<file path="src/rtl/cache_fill_arbiter.sv">
// Shares one main-memory read port between the I-cache and D-cache miss paths.
// Grants a missing cache, streams its block reads and drives that cache's fill writes.
module cache_fill_arbiter #(
    parameter int ADDR_WIDTH      = 16,
    parameter int DATA_WIDTH      = 16,
    parameter int WORDS_PER_BLOCK = 8
) (
    input  logic                  clk,
    input  logic                  rst,
    input  logic                  i_miss,
    input  logic [ADDR_WIDTH-1:0] i_miss_addr,
    input  logic                  d_miss,
    input  logic [ADDR_WIDTH-1:0] d_miss_addr,
    output logic                  mem_en,
    output logic [ADDR_WIDTH-1:0] mem_addr,
    input  logic                  mem_data_valid,
    input  logic [DATA_WIDTH-1:0] mem_data_in,
    output logic                  i_fill_wr,
    output logic                  d_fill_wr,
    output logic [ADDR_WIDTH-1:0] fill_addr,
    output logic [DATA_WIDTH-1:0] fill_data,
    output logic                  arbiter_select,
    output logic                  busy,
    output logic                  fill_done
);

    // Counter width holds 0..WORDS_PER_BLOCK; a block spans 2*WORDS bytes.
    localparam int CW = $clog2(WORDS_PER_BLOCK) + 1;
    localparam logic [CW-1:0] LAST  = CW'(WORDS_PER_BLOCK - 1);
    localparam logic [CW-1:0] WORDS = CW'(WORDS_PER_BLOCK);
    localparam logic [ADDR_WIDTH-1:0] BLK_MASK =
        ~ADDR_WIDTH'(2 * WORDS_PER_BLOCK - 1);

    typedef enum logic [1:0] {
        IDLE  = 2'd0,
        REQ   = 2'd1,
        DRAIN = 2'd2,
        DONE  = 2'd3
    } state_t;

    state_t                state, state_nx;
    logic                  sel;
    logic [ADDR_WIDTH-1:0] base;
    logic [CW-1:0]         iss_cnt;
    logic [CW-1:0]         rx_cnt;
    logic                  grant;
    logic                  fill_wr;

    // State, owner, block base and issue/return counters.
    always_ff @(posedge clk or negedge rst) begin
        if (!rst) begin
            state   <= IDLE;
            sel     <= 1'b0;
            base    <= '0;
            iss_cnt <= '0;
            rx_cnt  <= '0;
        end else begin
            state <= state_nx;
            if (grant) begin
                sel     <= d_miss;
                base    <= (d_miss ? d_miss_addr : i_miss_addr) & BLK_MASK;
                iss_cnt <= '0;
                rx_cnt  <= '0;
            end else begin
                if (mem_en)
                    iss_cnt <= iss_cnt + 1'b1;
                if (fill_wr)
                    rx_cnt <= rx_cnt + 1'b1;
            end
        end
    end

    // Next state, read issue and fill write; returns are accepted in REQ too.
    always_comb begin
        state_nx  = state;
        grant     = 1'b0;
        mem_en    = 1'b0;
        mem_addr  = '0;
        fill_wr   = 1'b0;
        fill_addr = '0;
        fill_data = '0;
        busy      = 1'b0;
        fill_done = 1'b0;
        unique case (state)
            IDLE: begin
                if (i_miss || d_miss) begin
                    grant    = 1'b1;
                    state_nx = REQ;
                end
            end
            REQ: begin
                busy     = 1'b1;
                mem_en   = 1'b1;
                mem_addr = base | ADDR_WIDTH'({iss_cnt, 1'b0});
                if (iss_cnt == LAST)
                    state_nx = DRAIN;
            end
            DRAIN: begin
                busy = 1'b1;
            end
            DONE: begin
                busy      = 1'b1;
                fill_done = 1'b1;
                state_nx  = IDLE;
            end
        endcase
        if ((state == REQ || state == DRAIN) && mem_data_valid
            && rx_cnt < WORDS) begin
            fill_wr   = 1'b1;
            fill_addr = base | ADDR_WIDTH'({rx_cnt, 1'b0});
            fill_data = mem_data_in;
            if (rx_cnt == LAST)
                state_nx = DONE;
        end
    end

    assign i_fill_wr      = fill_wr & ~sel;
    assign d_fill_wr      = fill_wr & sel;
    assign arbiter_select = sel;

endmodule

</file>
<file path="config.mk">
export PLATFORM = sky130hd
export DESIGN_NAME = cache_fill_arbiter
export DESIGN_NICKNAME = d
export VERILOG_FILES = /design/src/rtl/cache_fill_arbiter.sv
export SDC_FILE = /design/constraint.sdc
export NUM_CORES = 1
export LEC_CHECK = 0
export BUFFER_PORTS_ARGS = -buffer_cell sky130_fd_sc_hd__buf_2
export CORE_ASPECT_RATIO = 1.5
export CORE_UTILIZATION = 45
export CTS_CLUSTER_DIAMETER = 50
export DETAILED_ROUTE_END_ITERATION = 6
export GPL_TIMING_DRIVEN = 1
export PLACE_DENSITY = 0.85
export SLEW_MARGIN = 25
export SYNTH_ARGS = -nofsm -noshare
export SYNTH_HDL_FRONTEND = slang
export SYNTH_SLANG_ARGS = --single-unit
</file>
<file path="constraint.sdc">
create_clock -name clk -period 3.4 [get_ports clk]
set_input_delay 0.68 -clock clk [delete_from_list [all_inputs] [get_ports clk]]
set_output_delay 0.68 -clock clk [all_outputs]
set_load 0.01 [all_outputs]
</file>
==> impl_metrics.prom <==
# TYPE chip_impl_metric gauge
chip_impl_metric{name="grt_start_max_net_pins",unit=""} 25
chip_impl_metric{name="length_in_cells_of_the_worst_reg_to_reg_path",unit=""} 5
chip_impl_metric{name="drt-vias-per-instance",unit=""} 4.687
chip_impl_metric{name="synth.yosys.warnings",unit=""} 0
chip_impl_info{name="synth_top_cells_by_area",value="sky130_fd_sc_hd__dfrtp_1, sky130_fd_sc_hd__and2_4, sky130_fd_sc_hd__and2_1"} 1
chip_impl_metric{name="crit_path_max_fanout",unit=""} 22
chip_impl_metric{name="place_area",unit="um^2"} 2049
chip_impl_metric{name="synth-async-reset-ratio",unit="%"} 100.0
chip_impl_info{name="tritoncts",value="yes"} 1
chip_impl_metric{name="cts.sink_count",unit=""} 23
chip_impl_metric{name="ioPinCount",unit=""} 107
chip_impl_metric{name="cts_setup_buffers",unit=""} 0
chip_impl_metric{name="grt_first_pass_wirelength",unit="um"} 5092
chip_impl_metric{name="max_cap_violation_count",unit=""} 0
chip_impl_metric{name="setup-violations-final",unit=""} 0
chip_impl_metric{name="antenna_left",unit=""} 0
chip_impl_metric{name="ys_types",unit=""} 32
chip_impl_metric{name="die_width",unit="um"} 50.96
chip_impl_metric{name="floorplan.core_area",unit="um^2"} 3416
chip_impl_metric{name="synth.ff_latch_count",unit=""} 23
chip_impl_metric{name="worst_ep_arrival_time",unit="ps"} 1840
chip_impl_metric{name="static-leakage-power",unit="nW"} 1.203
chip_impl_metric{name="final.fill_count",unit=""} 325
chip_impl_metric{name="peakVddDrop",unit="uV"} 458.5
chip_impl_metric{name="fmax",unit="MHz"} 396.1
chip_impl_metric{name="post_cts_resized",unit=""} 0
chip_impl_metric{name="finalClockSkew",unit="ps"} 3.404
chip_impl_info{name="synth_area_leader_cell",value="sky130_fd_sc_hd__dfrtp_1"} 1
chip_impl_metric{name="cts_buffers",unit=""} 3
chip_impl_metric{name="final_period_minus_worst_setup_slack",unit="ps"} 2524
chip_impl_metric{name="maximum_buffer_depth_of_the_clock_tree",unit=""} 2
chip_impl_metric{name="antenna-diode-count",unit=""} 0
chip_impl_metric{name="report.final.slew_viol_count",unit=""} 0
chip_impl_metric{name="syn_to_final_growth",unit="%"} 29.54
chip_impl_info{name="crit_path_start_kind",value="flop"} 1
chip_impl_metric{name="sequential_area_share_after_synthesis",unit="%"} 35.58
chip_impl_metric{name="drc_errors",unit=""} 0
chip_impl_metric{name="final-hold-violation-count",unit=""} 0
chip_impl_metric{name="die_h",unit="um"} 75.44
chip_impl_metric{name="hold_ws",unit="ps"} 382.2
chip_impl_info{name="setup.worst_path.end_class",value="output pin"} 1
chip_impl_info{name="rsz0062_at_grt",value="false"} 1
chip_impl_metric{name="totalNegativeSetupSlack",unit="ps"} 0
chip_impl_metric{name="worst_slew_pin_slew",unit="ps"} 758.6
chip_impl_metric{name="instances_no_fill",unit=""} 297
chip_impl_metric{name="synthCells",unit=""} 164
chip_impl_info{name="layout_commonest_cell",value="sky130_fd_sc_hd__buf_2"} 1
chip_impl_metric{name="io_buffers",unit=""} 96
chip_impl_metric{name="p_total",unit="mW"} 1.485
chip_impl_metric{name="max-slew-margin-rel",unit="%"} 49.42
chip_impl_metric{name="gr-usage-all-layers",unit="%"} 17.37
chip_impl_metric{name="detail_route.iter0.violations",unit=""} 6
chip_impl_metric{name="core.rowCount",unit=""} 26
chip_impl_info{name="status",value="completed"} 1
chip_impl_metric{name="finalInstanceArea",unit="um^2"} 2096
chip_impl_metric{name="timing.final.crit_share",unit="%"} 74.25
chip_impl_metric{name="rrSetupSlack",unit="ps"} 1640
chip_impl_info{name="most-common-layout-cells",value="sky130_fd_sc_hd__buf_2, sky130_fd_sc_hd__and2_4, sky130_fd_sc_hd__and2_1, sky130_fd_sc_hd__dfrtp_1"} 1
chip_impl_metric{name="number_of_cells_after_detailed_placement",unit=""} 293
chip_impl_metric{name="cp.required",unit="ps"} 2720
chip_impl_metric{name="globalplace.congestion",unit=""} 0.7250
chip_impl_metric{name="totalWireLength",unit="um"} 3324
chip_impl_info{name="dominantRegCellSynth",value="sky130_fd_sc_hd__dfrtp_1"} 1
chip_impl_metric{name="post-synth-top-area-fraction",unit="%"} 35.58
chip_impl_info{name="clock_root_buffer",value="sky130_fd_sc_hd__clkbuf_8"} 1
chip_impl_metric{name="netlist_area",unit="um^2"} 1618
chip_impl_info{name="worst-setup-path-type",value="flop to output pin"} 1
chip_impl_metric{name="htreeDepth",unit=""} 1
chip_impl_metric{name="p_per_area",unit="nW/um^2"} 708.7
chip_impl_metric{name="vias",unit=""} 1392
chip_impl_metric{name="place.detailed.hpwl",unit="um"} 2543
chip_impl_info{name="holdCritPathClass",value="input port to asynchronous set/reset pin"} 1
chip_impl_metric{name="design.die.area",unit="um^2"} 3844
chip_impl_metric{name="drive_above_1_share",unit="%"} 49.80
chip_impl_metric{name="finalNetCount",unit=""} 316
chip_impl_metric{name="first_global_vias",unit=""} 1169
chip_impl_metric{name="final_global_route_overflow_total",unit=""} 0
chip_impl_metric{name="initial_core_util",unit="%"} 47.36
chip_impl_metric{name="clk_pin_slew_worst_paths",unit="ps"} 80
chip_impl_metric{name="drt_pass1_iterations",unit=""} 3
chip_impl_metric{name="post_synth_edffs",unit=""} 0
chip_impl_metric{name="worstSkewPairLatency",unit="ps"} 260
chip_impl_metric{name="cts_hold_buffers",unit=""} 0
chip_impl_metric{name="wire_per_inst",unit="um"} 11.19
chip_impl_metric{name="syn-mean-instance-area",unit="um^2"} 9.865
chip_impl_metric{name="antenna_found_initial",unit=""} 0
-- cell usage after synthesis (2+ instances only) --
library cell,instances
sky130_fd_sc_hd__buf_6,7
sky130_fd_sc_hd__inv_1,3
sky130_fd_sc_hd__dfrtp_1,23
sky130_fd_sc_hd__o21a_1,2
sky130_fd_sc_hd__nand3_1,3
sky130_fd_sc_hd__xor2_1,3
sky130_fd_sc_hd__and2_4,23
sky130_fd_sc_hd__nor2_1,8
sky130_fd_sc_hd__and2_1,23
sky130_fd_sc_hd__buf_4,3
sky130_fd_sc_hd__xnor2_1,2
sky130_fd_sc_hd__nand2_1,14
sky130_fd_sc_hd__o21ai_0,11
sky130_fd_sc_hd__mux2i_1,14
sky130_fd_sc_hd__nand3b_1,2
sky130_fd_sc_hd__ha_1,7
-- stage by stage --
stage	util, %	setup WS [ps]
final	61.36	875.6
after global routing	61.36	693.6
after CTS	61.36	837.6
after detailed placement	60.00	1154
after global placement	60.00	1192
after floorplan	-	1348
-- report_power, final --
part	switching [mW]	total [mW]	internal, mW
combinational	0.435	0.838	0.403
sequential	0.0942	0.480	0.386
clock	0.0853	0.167	0.0817
total	0.614	1.49	0.871
-- per-layer routing --
layer,wire (um),global-route usage (%),vias up
met1,1332,18.72,622
met5,0,0,-
li1,-,-,714
met4,27,6.481,0
met3,186,1.996,2
met2,1778,34.06,54
-- cell type report --
class,instances,area [um^2],share of cell area (%)
flip-flops and latches,23,575.6,27.46
inverters,3,11.26,0.5373
repair buffers,98,495.5,23.64
multi-input cells,127,914.6,43.64
clock inverters,1,5.005,0.2388
clock buffers,3,41.29,1.970
well taps,42,52.55,2.507
-- flip-flops by register name, summed over array words and instances (netlist names) --
register / count
arbiter_select: 1
rx_cnt: 4
iss_cnt: 4
base: 12
state: 2
-- worst max-delay path, stage by stage (launching register included) --
cell                      delay (ps)
sky130_fd_sc_hd__dfrtp_1         420
sky130_fd_sc_hd__inv_1           110
sky130_fd_sc_hd__ha_1            660
sky130_fd_sc_hd__and2_1          260
sky130_fd_sc_hd__buf_2           140
-- worst paths after layout --
| kind | startpoint | endpoint |
|---|---|---|
| worst min-delay path | rst | rx_cnt[0]$_DFFE_PN0P_ |
| worst max register to register | state[1]$_DFF_PN0_ | state[1]$_DFF_PN0_ |
| min in group clk | base[10]$_DFFE_PN0P_ | base[10]$_DFFE_PN0P_ |
| worst max-delay path | state[1]$_DFF_PN0_ | mem_addr[3] |
| worst min register to register | base[10]$_DFFE_PN0P_ | base[10]$_DFFE_PN0P_ |
| max in group asynchronous | rst | base[9]$_DFFE_PN0P_ |
-- logic make-up (layout without fill, tap and decap cells) --
family          count (synthesis)  in the layout  synth area share, %
xor+xnor                        5              5                2.707
fa+ha+maj                       7              7                5.414
other cells                     1              2               0.2318
simple gates                   78             78                30.63
flops                          23             23                35.58
mux                            14             14                8.662
compound gates                 21             21                8.662
buf+inv                        15            105                8.120
Note: power is estimated with default switching activity, not from simulation.
